===== src/rtl/rgb_to_gray_pipe.sv =====
// Purpose : RGB to grey conversion (BT.601 luma, average, programmable weights or max).
// Latency : 3 cycles from iRed/iGreen/iBlue/iDVAL/iFVAL to oDATA/oDVAL/oFVAL in every mode.
// Backpr. : none; a new pixel is accepted every cycle.
// Ports   : iCLK/iRST clock and async active-high reset; iDVAL/iFVAL pixel and frame valid;
//           iRed/iGreen/iBlue unsigned channels; iMODE requested mode (latched at frame start);
//           iCOEF_WE/iCOEF_SEL/iCOEF write pending R/G/B weights; oDATA/oDVAL/oFVAL grey
//           result and aligned qualifiers; oPIX_CNT pixels accepted in the current frame.
module rgb_to_gray_pipe #(
  parameter int DATA_W = 10,
  parameter int COEF_W = 8,
  parameter int CNT_W  = 22
) (
  input  logic              iCLK,
  input  logic              iRST,
  input  logic              iDVAL,
  input  logic              iFVAL,
  input  logic [DATA_W-1:0] iRed,
  input  logic [DATA_W-1:0] iGreen,
  input  logic [DATA_W-1:0] iBlue,
  input  logic [1:0]        iMODE,
  input  logic              iCOEF_WE,
  input  logic [1:0]        iCOEF_SEL,
  input  logic [COEF_W-1:0] iCOEF,
  output logic [DATA_W-1:0] oDATA,
  output logic              oDVAL,
  output logic              oFVAL,
  output logic [CNT_W-1:0]  oPIX_CNT
);

  localparam int PROD_W = DATA_W + COEF_W;
  localparam int SUM_W  = DATA_W + COEF_W + 2;

  // Weights are written for 8 fractional bits and scaled up for wider COEF_W.
  localparam logic [COEF_W-1:0] LUMA_R = COEF_W'(77  << (COEF_W - 8));
  localparam logic [COEF_W-1:0] LUMA_G = COEF_W'(150 << (COEF_W - 8));
  localparam logic [COEF_W-1:0] LUMA_B = COEF_W'(29  << (COEF_W - 8));
  localparam logic [COEF_W-1:0] AVG_R  = COEF_W'(85  << (COEF_W - 8));
  localparam logic [COEF_W-1:0] AVG_G  = COEF_W'(86  << (COEF_W - 8));
  localparam logic [COEF_W-1:0] AVG_B  = COEF_W'(85  << (COEF_W - 8));

  localparam logic [SUM_W-1:0] HALF     = SUM_W'(1) << (COEF_W - 1);
  localparam logic [SUM_W-1:0] DATA_MAX = SUM_W'({DATA_W{1'b1}});
  localparam logic [CNT_W-1:0] CNT_MAX  = {CNT_W{1'b1}};

  typedef enum logic [1:0] {
    MODE_LUMA = 2'd0,
    MODE_AVG  = 2'd1,
    MODE_PROG = 2'd2,
    MODE_MAX  = 2'd3
  } mode_t;

  // Frame control and coefficient state
  logic              fval_prev;
  logic              frame_start;
  mode_t             act_mode;
  mode_t             cur_mode;
  logic [COEF_W-1:0] act_r, act_g, act_b;
  logic [COEF_W-1:0] pend_r, pend_g, pend_b;
  logic [COEF_W-1:0] c_r, c_g, c_b;

  // Pipeline
  logic              s1_vld, s1_fval, s1_max;
  logic [PROD_W-1:0] s1_a, s1_b, s1_c;
  logic [PROD_W-1:0] s1_mx_ab, s1_mx;
  logic              s2_vld, s2_fval, s2_max;
  logic [SUM_W-1:0]  s2_sum;
  logic [SUM_W-1:0]  s2_rnd;
  logic [CNT_W-1:0]  pix_cnt;

  assign frame_start = iFVAL & ~fval_prev;

  // The frame-start pixel already uses the mode/weights being latched this cycle.
  always_comb begin
    cur_mode = frame_start ? mode_t'(iMODE) : act_mode;
    c_r = LUMA_R;
    c_g = LUMA_G;
    c_b = LUMA_B;
    case (cur_mode)
      MODE_AVG: begin
        c_r = AVG_R;
        c_g = AVG_G;
        c_b = AVG_B;
      end
      MODE_PROG: begin
        c_r = frame_start ? pend_r : act_r;
        c_g = frame_start ? pend_g : act_g;
        c_b = frame_start ? pend_b : act_b;
      end
      default: ;
    endcase
  end

  // Active settings only move at a frame start; a coincident write lands in
  // pending only, so active picks up the previous pending value.
  always_ff @(posedge iCLK or posedge iRST) begin
    if (iRST) begin
      fval_prev <= 1'b0;
      act_mode  <= MODE_LUMA;
      act_r     <= LUMA_R;
      act_g     <= LUMA_G;
      act_b     <= LUMA_B;
      pend_r    <= LUMA_R;
      pend_g    <= LUMA_G;
      pend_b    <= LUMA_B;
    end else begin
      fval_prev <= iFVAL;
      if (frame_start) begin
        act_mode <= mode_t'(iMODE);
        act_r    <= pend_r;
        act_g    <= pend_g;
        act_b    <= pend_b;
      end
      if (iCOEF_WE) begin
        case (iCOEF_SEL)
          2'd0:    pend_r <= iCOEF;
          2'd1:    pend_g <= iCOEF;
          2'd2:    pend_b <= iCOEF;
          default: ;
        endcase
      end
    end
  end

  // Max mode reuses the product registers to carry the raw channels.
  always_comb begin
    s1_mx_ab = (s1_a > s1_b) ? s1_a : s1_b;
    s1_mx    = (s1_mx_ab > s1_c) ? s1_mx_ab : s1_c;
    s2_rnd   = (s2_sum + HALF) >> COEF_W;
  end

  always_ff @(posedge iCLK or posedge iRST) begin
    if (iRST) begin
      s1_vld  <= 1'b0;
      s1_fval <= 1'b0;
      s1_max  <= 1'b0;
      s1_a    <= '0;
      s1_b    <= '0;
      s1_c    <= '0;
      s2_vld  <= 1'b0;
      s2_fval <= 1'b0;
      s2_max  <= 1'b0;
      s2_sum  <= '0;
      oDATA   <= '0;
      oDVAL   <= 1'b0;
      oFVAL   <= 1'b0;
    end else begin
      // S1: products or max candidates
      s1_vld  <= iDVAL;
      s1_fval <= iFVAL;
      s1_max  <= (cur_mode == MODE_MAX);
      if (cur_mode == MODE_MAX) begin
        s1_a <= PROD_W'(iRed);
        s1_b <= PROD_W'(iGreen);
        s1_c <= PROD_W'(iBlue);
      end else begin
        s1_a <= PROD_W'(iRed)   * PROD_W'(c_r);
        s1_b <= PROD_W'(iGreen) * PROD_W'(c_g);
        s1_c <= PROD_W'(iBlue)  * PROD_W'(c_b);
      end
      // S2: full-width sum or max
      s2_vld  <= s1_vld;
      s2_fval <= s1_fval;
      s2_max  <= s1_max;
      s2_sum  <= s1_max ? SUM_W'(s1_mx)
                        : SUM_W'(s1_a) + SUM_W'(s1_b) + SUM_W'(s1_c);
      // S3: round/saturate; oDATA holds between valid pixels
      oDVAL <= s2_vld;
      oFVAL <= s2_fval;
      if (s2_vld) begin
        if (s2_max)
          oDATA <= s2_sum[DATA_W-1:0];
        else if (s2_rnd > DATA_MAX)
          oDATA <= {DATA_W{1'b1}};
        else
          oDATA <= s2_rnd[DATA_W-1:0];
      end
    end
  end

  // Pixels outside a frame are converted but not counted.
  always_ff @(posedge iCLK or posedge iRST) begin
    if (iRST) begin
      pix_cnt <= '0;
    end else if (frame_start) begin
      pix_cnt <= iDVAL ? CNT_W'(1) : '0;
    end else if (iDVAL && iFVAL && (pix_cnt != CNT_MAX)) begin
      pix_cnt <= pix_cnt + CNT_W'(1);
    end
  end

  assign oPIX_CNT = pix_cnt;

endmodule


===== config.mk =====
export PLATFORM = sky130hd
export DESIGN_NAME = rgb_to_gray_pipe
export DESIGN_NICKNAME = d
export VERILOG_FILES = /design/src/rtl/rgb_to_gray_pipe.sv
export SDC_FILE = /design/constraint.sdc
export NUM_CORES = 1
export LEC_CHECK = 0
export CAP_MARGIN = 40
export CORE_MARGIN = 4
export CORE_UTILIZATION = 38
export CTS_CLUSTER_DIAMETER = 150
export DETAILED_ROUTE_END_ITERATION = 6
export SYNTH_ARGS = -nofsm -noshare
export SYNTH_HDL_FRONTEND = slang
export SYNTH_SLANG_ARGS = --single-unit

===== constraint.sdc =====
create_clock -name iCLK -period 8.35 [get_ports iCLK]
set_clock_uncertainty 0.1 [all_clocks]
set_input_delay 0.835 -clock iCLK [delete_from_list [all_inputs] [get_ports iCLK]]
set_output_delay 0.835 -clock iCLK [all_outputs]
set_load 0.005 [all_outputs]

# ---- Word-level counts from Yosys, hierarchy flattened
# Cells that the tools add are included.
dict set report word_totals {
  out_inout_bits 34
  ram_bits 0
  in_bits 47
  elab_cells 64
  mem_bits_ro 0
  ff_bits 164
  mem_count 0
  latch_bits 0
}
dict set report op_classes {
  bitwise_logic 2
  n_mux 18
  n_reduce_logical 7
  multipliers 3
  eq_ne 6
  order_cmp 3
  div 0
  shifts 0
  addsub 4
}
# op n
set op_table {}
lappend op_table {{18-bit 2-to-1 mux} 5}
lappend op_table {{10-bit by 8-bit multiplier with 18-bit output} 3}
lappend op_table {{8-bit case mux with 2 select lines} 3}
lappend op_table {{22-bit 2-to-1 mux} 2}
lappend op_table {{18-bit > comparator} 2}
lappend op_table {{8-bit 2-to-1 mux} 3}
lappend op_table {{22-bit by 1-bit adder with 22-bit output, second input constant} 1}
lappend op_table {{22-bit != test, second input constant} 1}
lappend op_table {{19-bit by 18-bit adder with 20-bit output} 1}
lappend op_table {{20-bit by 8-bit adder with 20-bit output, second input constant} 1}
lappend op_table {{10-bit 2-to-1 mux} 2}
lappend op_table {{20-bit 2-to-1 mux} 1}
lappend op_table {{18-bit by 18-bit adder with 19-bit output} 1}
lappend op_table {{12-bit by 10-bit > comparator with 1-bit output, second input constant} 1}
lappend op_table {{2-bit == test, second input constant} 3}
lappend op_table {{2-bit AND reduction} 3}
lappend op_table {{2-bit by 1-bit == test with 1-bit output, second input constant} 2}
lappend op_table {{1-bit logical AND} 2}
lappend op_table {{2-bit zero test} 1}
lappend op_table {{2-bit 2-to-1 mux} 1}
lappend op_table {{2-bit nonzero test} 1}
lappend op_table {{1-bit AND} 1}
lappend op_table {{1-bit 2-to-1 mux} 1}
lappend op_table {{1-bit inverter} 1}

# ---- Longest topological paths before layout
dict set report logic_depth {
  ltp_word 7
  depth_mapped 27
  depth_no_buf 24
}

# ---- Least setup slack after synthesis
# Ideal clock, no wire load.
dict set report synth_path {
  kind {in2reg}
  start {in iFVAL}
  end {reg s1_b[17]}
  stages 25
  setup_slack_ps 1276
  t_required_ps 8125
  setup_time_ps 125
  t_arrival_ps 6849
  n_path_buf 5
  path_cell_list {nor2b_1 clkbuf_1 clkbuf_1 nand2_1 nand2_1 ha_1 clkbuf_1 nor2_1 clkbuf_1 buf_1 a21oi_1 fa_1 fa_1 fa_1 inv_1 fa_1 inv_1 ha_1 and2_1 o2111ai_1 and4_1 nor3_1 a211o_1 o22ai_1 mux2_2}
}
dict set report synth_between {
  elab_chain_cells 6
  elab_cells_between_ends 9
  classes_between {mul (1); eq/ne (3); mux (4); bitwise (1)}
}
# item line_no
set synth_lines {}
lappend synth_lines {{start, declared} 16} ;# input logic iFVAL,
lappend synth_lines {{1-bit AND (*)} 70} ;# assign frame_start = iFVAL & ~fval_prev;
lappend synth_lines {{2-bit 2-to-1 mux (*)} n/a}
lappend synth_lines {{via cur_mode[1]} 56} ;# mode_t cur_mode;
lappend synth_lines {{2-bit == test or 2-bit by 1-bit == test with 1-bit output (tied branches)} 78} ;# case (cur_mode)
lappend synth_lines {{8-bit case mux with 2 select lines} 78}
lappend synth_lines {{10-bit by 8-bit multiplier with 18-bit output} 157} ;# s1_b <= PROD_W'(iGreen) * PROD_W'(c_g);
lappend synth_lines {{18-bit 2-to-1 mux (*)} 151} ;# if (cur_mode == MODE_MAX) begin
lappend synth_lines {{end signal, assigned} 153} ;# s1_b <= PROD_W'(iGreen);
lappend synth_lines {{end signal, assigned} 157}
lappend synth_lines {{end, declared} 63} ;# logic [PROD_W-1:0] s1_a, s1_b, s1_c;
# Mark *: on every way through the listed nets, which the timed path passes. The rest lies on a longest branch.
# A chain may end at the register's enable or synchronous reset.

# ---- Worst setup path in the final report
dict set report layout_path {
  start {in iFVAL}
  end {reg s1_b[17]}
}
dict set report layout_between {
  elab_chain_cells 6
  elab_cells_between_ends 9
  classes_between {mul (1); eq/ne (3); mux (4); bitwise (1)}
}
# item line_no
set layout_lines {}
lappend layout_lines {{1-bit AND (*)} 70}
lappend layout_lines {{2-bit 2-to-1 mux} n/a}
lappend layout_lines {{2-bit == test or 2-bit by 1-bit == test with 1-bit output (tied branches)} 78}
lappend layout_lines {{8-bit case mux with 2 select lines} 78}
lappend layout_lines {{10-bit by 8-bit multiplier with 18-bit output} 157}
lappend layout_lines {{18-bit 2-to-1 mux (*)} 151}
# Every way passes the cells marked *; elsewhere a longest branch is shown, timed or not.

==> impl_results.md <==
* Routability congestion estimate at 0.8834
* Slew Viols, Final at 0
* Tcrit/Tclk final at 0.8623
* Detail Placement HPWL at 35.08 mm
* Final ANT Viol Nets at 0
* Die Wd at 219.1 um
* Yosys warnings at 0
* Clock Sinks at 164
* Gr usage total at 0.1870
* Post-route DRC at 0
* Minimum clock period at 7.200 ns
* Largest net degree at the start of global routing at 92
* Synth cell count leaders: inv_1 (259), nand2_1 (185), ha_1 (172)
* Reg2Reg Depth at 22
* CP endpoint kind: register
* WL final at 43.27 mm
* DR iter-0 viols at 934
* Relative slew margins at 0.4584
* Initial antenna violation count at 3
* Number of synthesized flops with an enable pin at 0
* Busiest layer in global routing: met2
* Final setup viols at 0
* Met1 Use GR at 0.2585
* Area grow syn2layout at 11.89%
* CTS tree: done
* Worst hold path class: register to register
* Layout Cells excl Fill at 2,486
* Final Hold Viols at 0
* Crit path to: s1_b[17]
* Die area at 47,990 um2
* CP startpoint kind: input pin
* Worst Path Arrival at 7.43 ns
* Cell taking the most area after synthesis: dfrtp_1
* Post-cts gate resize count at 0
* Netlist cell types at 64
* Nets at 2,261
* Core footprint at 44,120 um2
* Most Frequent Cell on Critical Path: fa_1
* Clk_lat worst skew at 0.45 ns
* Layout cell share with drive strength beyond 1 at 0.07135
* Max Cap Viol at 0
* Reg clk slew, reported paths at 0.06 ns
* R2R setup slack at 1.59 ns
* CP max-delay cell: clkdlybuf4s50_1
* Setup crit start: iFVAL
* RSZ-0062 raised after global routing: no
* Initial Util at 0.3837
* Max Clock Freq at 138.9 MHz
* Kind of critical path: input pin to register
* Status: completed
* Sequential area share after synthesis at 0.2442
* Required time worst endpoint at 8.58 ns
* Syn Inst Count at 1,818
* Syn nets at 2,200
* Post-route setup TNS at 0 ns
* Clock Root Buffer: clkbuf_16
* Hold Buf Count CTS at 0
* Grt ovf at 0
* Crit-path cells: clkdlybuf4s50_1 > nand2b_1 > mux2i_1 > ha_2 > buf_4 > a21oi_1 > nor2_1 > nand2_1 > fa_1 > fa_1 > inv_1 > fa_1 > inv_1 > fa_1 > inv_1 > ha_1 > and2_1 > o21ai_0 > and4_1 > nor3_1 > a211o_1 > o22ai_1 > mux2_2
* Reg-to-Reg End: s1_b[17]
* Routing usage on met3 at 0.02963
* Placed Cells at 2,452
* CP max FO at 58
* Fillers at 4,395
* Inserted Clock Buffers at 17
* Hold_ws at 0.2490 ns
* Asr flop ratio synth at 1.000
* Clk buf depth at 2
* First-pass GRT wire length at 71.63 mm
* Synth top area cells: dfrtp_1 (21%), fa_1 (19%), ha_1 (13%), inv_1 (5.7%), and2_1 (4.2%)
* Met2 usage at 0.3102
* Drt pass-1 iters at 7
* Yosys top cell area share at 0.2069
* Vias per cell at 5.164
* IO buf count at 80
* Pleak at 9.312 nW
* Main synth FF type: dfrtp_1
* Max IR drop VDD at 253.1 uV
* Crit path largest cell delay at 0.55 ns
* PwrDens at 422.6 nW/um2
* Storage element area at 4134 um2
* Syn Area/Cell at 9.312 um2
* Most common cell in the netlist: inv_1
* H-tree levels at 4
* Row count at 77
* Post-synthesis cell area at 16,930 um2
* FF-to-FF Start: s1_fval
* Post-CTS Setup Repair Bufs at 0
* Slew @ Worst Pin at 0.8104 ns
* FF+latch count, synth at 164
* Number of global-route vias before repair at 13,430
* # IOs at 81
* Chip Height at 219.1 um
* DR WL/cell at 17.41 um
* Multi-input logic area at 11,610 um2
* DR vias at 12,840
## logic make-up after synthesis
kind of cell,synth area share
XOR/XNOR,0.04087
flip-flops,0.2442
AND/OR/NAND/NOR,0.1783
buffers and inverters,0.07051
AO/OA/AOI/OAI,0.1213
adder cells (fa/ha/maj),0.3199
multiplexers,0.02498
## sequential cells by signal, summed over array words and instances (netlist names), 2 cells and up
signal    count
oPIX_CNT     22
act_b         8
act_mode      2
pend_b        8
oDATA        10
s1_a         18
pend_r        8
act_r         8
s2_sum       20
pend_g        8
s1_c         18
act_g         8
s1_b         18
## layout make-up
type                    instances  share of cell area
multi-input cells            1343              0.6131
flip-flops and latches        164              0.2182
diodes                          2           0.0002642
repair buffers                 92             0.04808
clock inverters                12            0.005086
well taps                     592             0.03910
inverters                     261             0.05198
clock buffers                  20             0.02411
## through the flow
| step | power (mW) | utilization | setup slack (ns) | cell area [um2] |
|---|---|---|---|---|
| 3_3_place_gp | 7.131 | 0.4160 | 0.8638 | 18360 |
| 3_5_place_dp | 7.224 | 0.4167 | 0.7276 | 18390 |
| 2_1_floorplan | 5.840 | - | 1.276 | 16930 |
| 5_1_grt | 8.928 | 0.4292 | 0.7681 | 18940 |
| 6_report | 8.006 | 0.4293 | 1.150 | 18940 |
| 4_1_cts | 8.036 | 0.4292 | 1.186 | 18940 |
## cell usage in the layout (no fill, tap or decap), types with 12 or more instances in the layout
| cell | instances |
|---|---|
| ha_1 | 170 |
| nand4_1 | 12 |
| o21bai_1 | 13 |
| and2_1 | 115 |
| nor2_1 | 71 |
| xnor2_1 | 34 |
| a21o_1 | 27 |
| dfstp_2 | 24 |
| nand3_1 | 47 |
| nor3_1 | 20 |
| dfrtp_1 | 140 |
| and3_1 | 85 |
| fa_1 | 163 |
| clkbuf_16 | 17 |
| a21oi_1 | 90 |
| clkdlybuf4s50_1 | 80 |
| a211oi_1 | 12 |
| o21ai_0 | 51 |
| inv_1 | 258 |
| mux2_2 | 34 |
| xor2_1 | 45 |
| a211oi_2 | 18 |
| o21a_1 | 19 |
| nand2_1 | 185 |
## worst min path at each step
stage / cells after the start / slack, ns / to / startpoint
floorplan: 0 / 0.23 / oFVAL / s2_fval
global placement: 0 / 0.24 / s2_vld / s1_vld
detailed placement: 0 / 0.24 / s2_vld / s1_vld
CTS: 0 / 0.25 / s2_vld / s1_vld
global route: 0 / 0.25 / s2_vld / s1_vld
finish: 0 / 0.25 / s2_vld / s1_vld
## report_power, final
group	internal, mW	switching (mW)
clock	0.403	0.354
combinational	2.49	3.42
sequential	1.09	0.251
total	3.99	4.02
## critical path, delay by kind of cell
| kind | cells | cell delay (ns) |
|---|---|---|
| multiplexers | 2 | 0.63 |
| buffers and inverters | 5 | 1.12 |
| AO/OA/AOI/OAI | 4 | 0.84 |
| adder cells (fa/ha/maj) | 6 | 2.68 |
| AND/OR/NAND/NOR | 6 | 1.30 |
## layer usage
layer  vias to the layer above  wire [um]  share of wire
li1                       6188          -              -
met1                      6332      20330           0.47
met2                       273      20370           0.47
met3                        45       1813          0.042
met4                         0        765          0.018
met5                         -          0              0
Note: power is estimated with default switching activity, not from simulation.
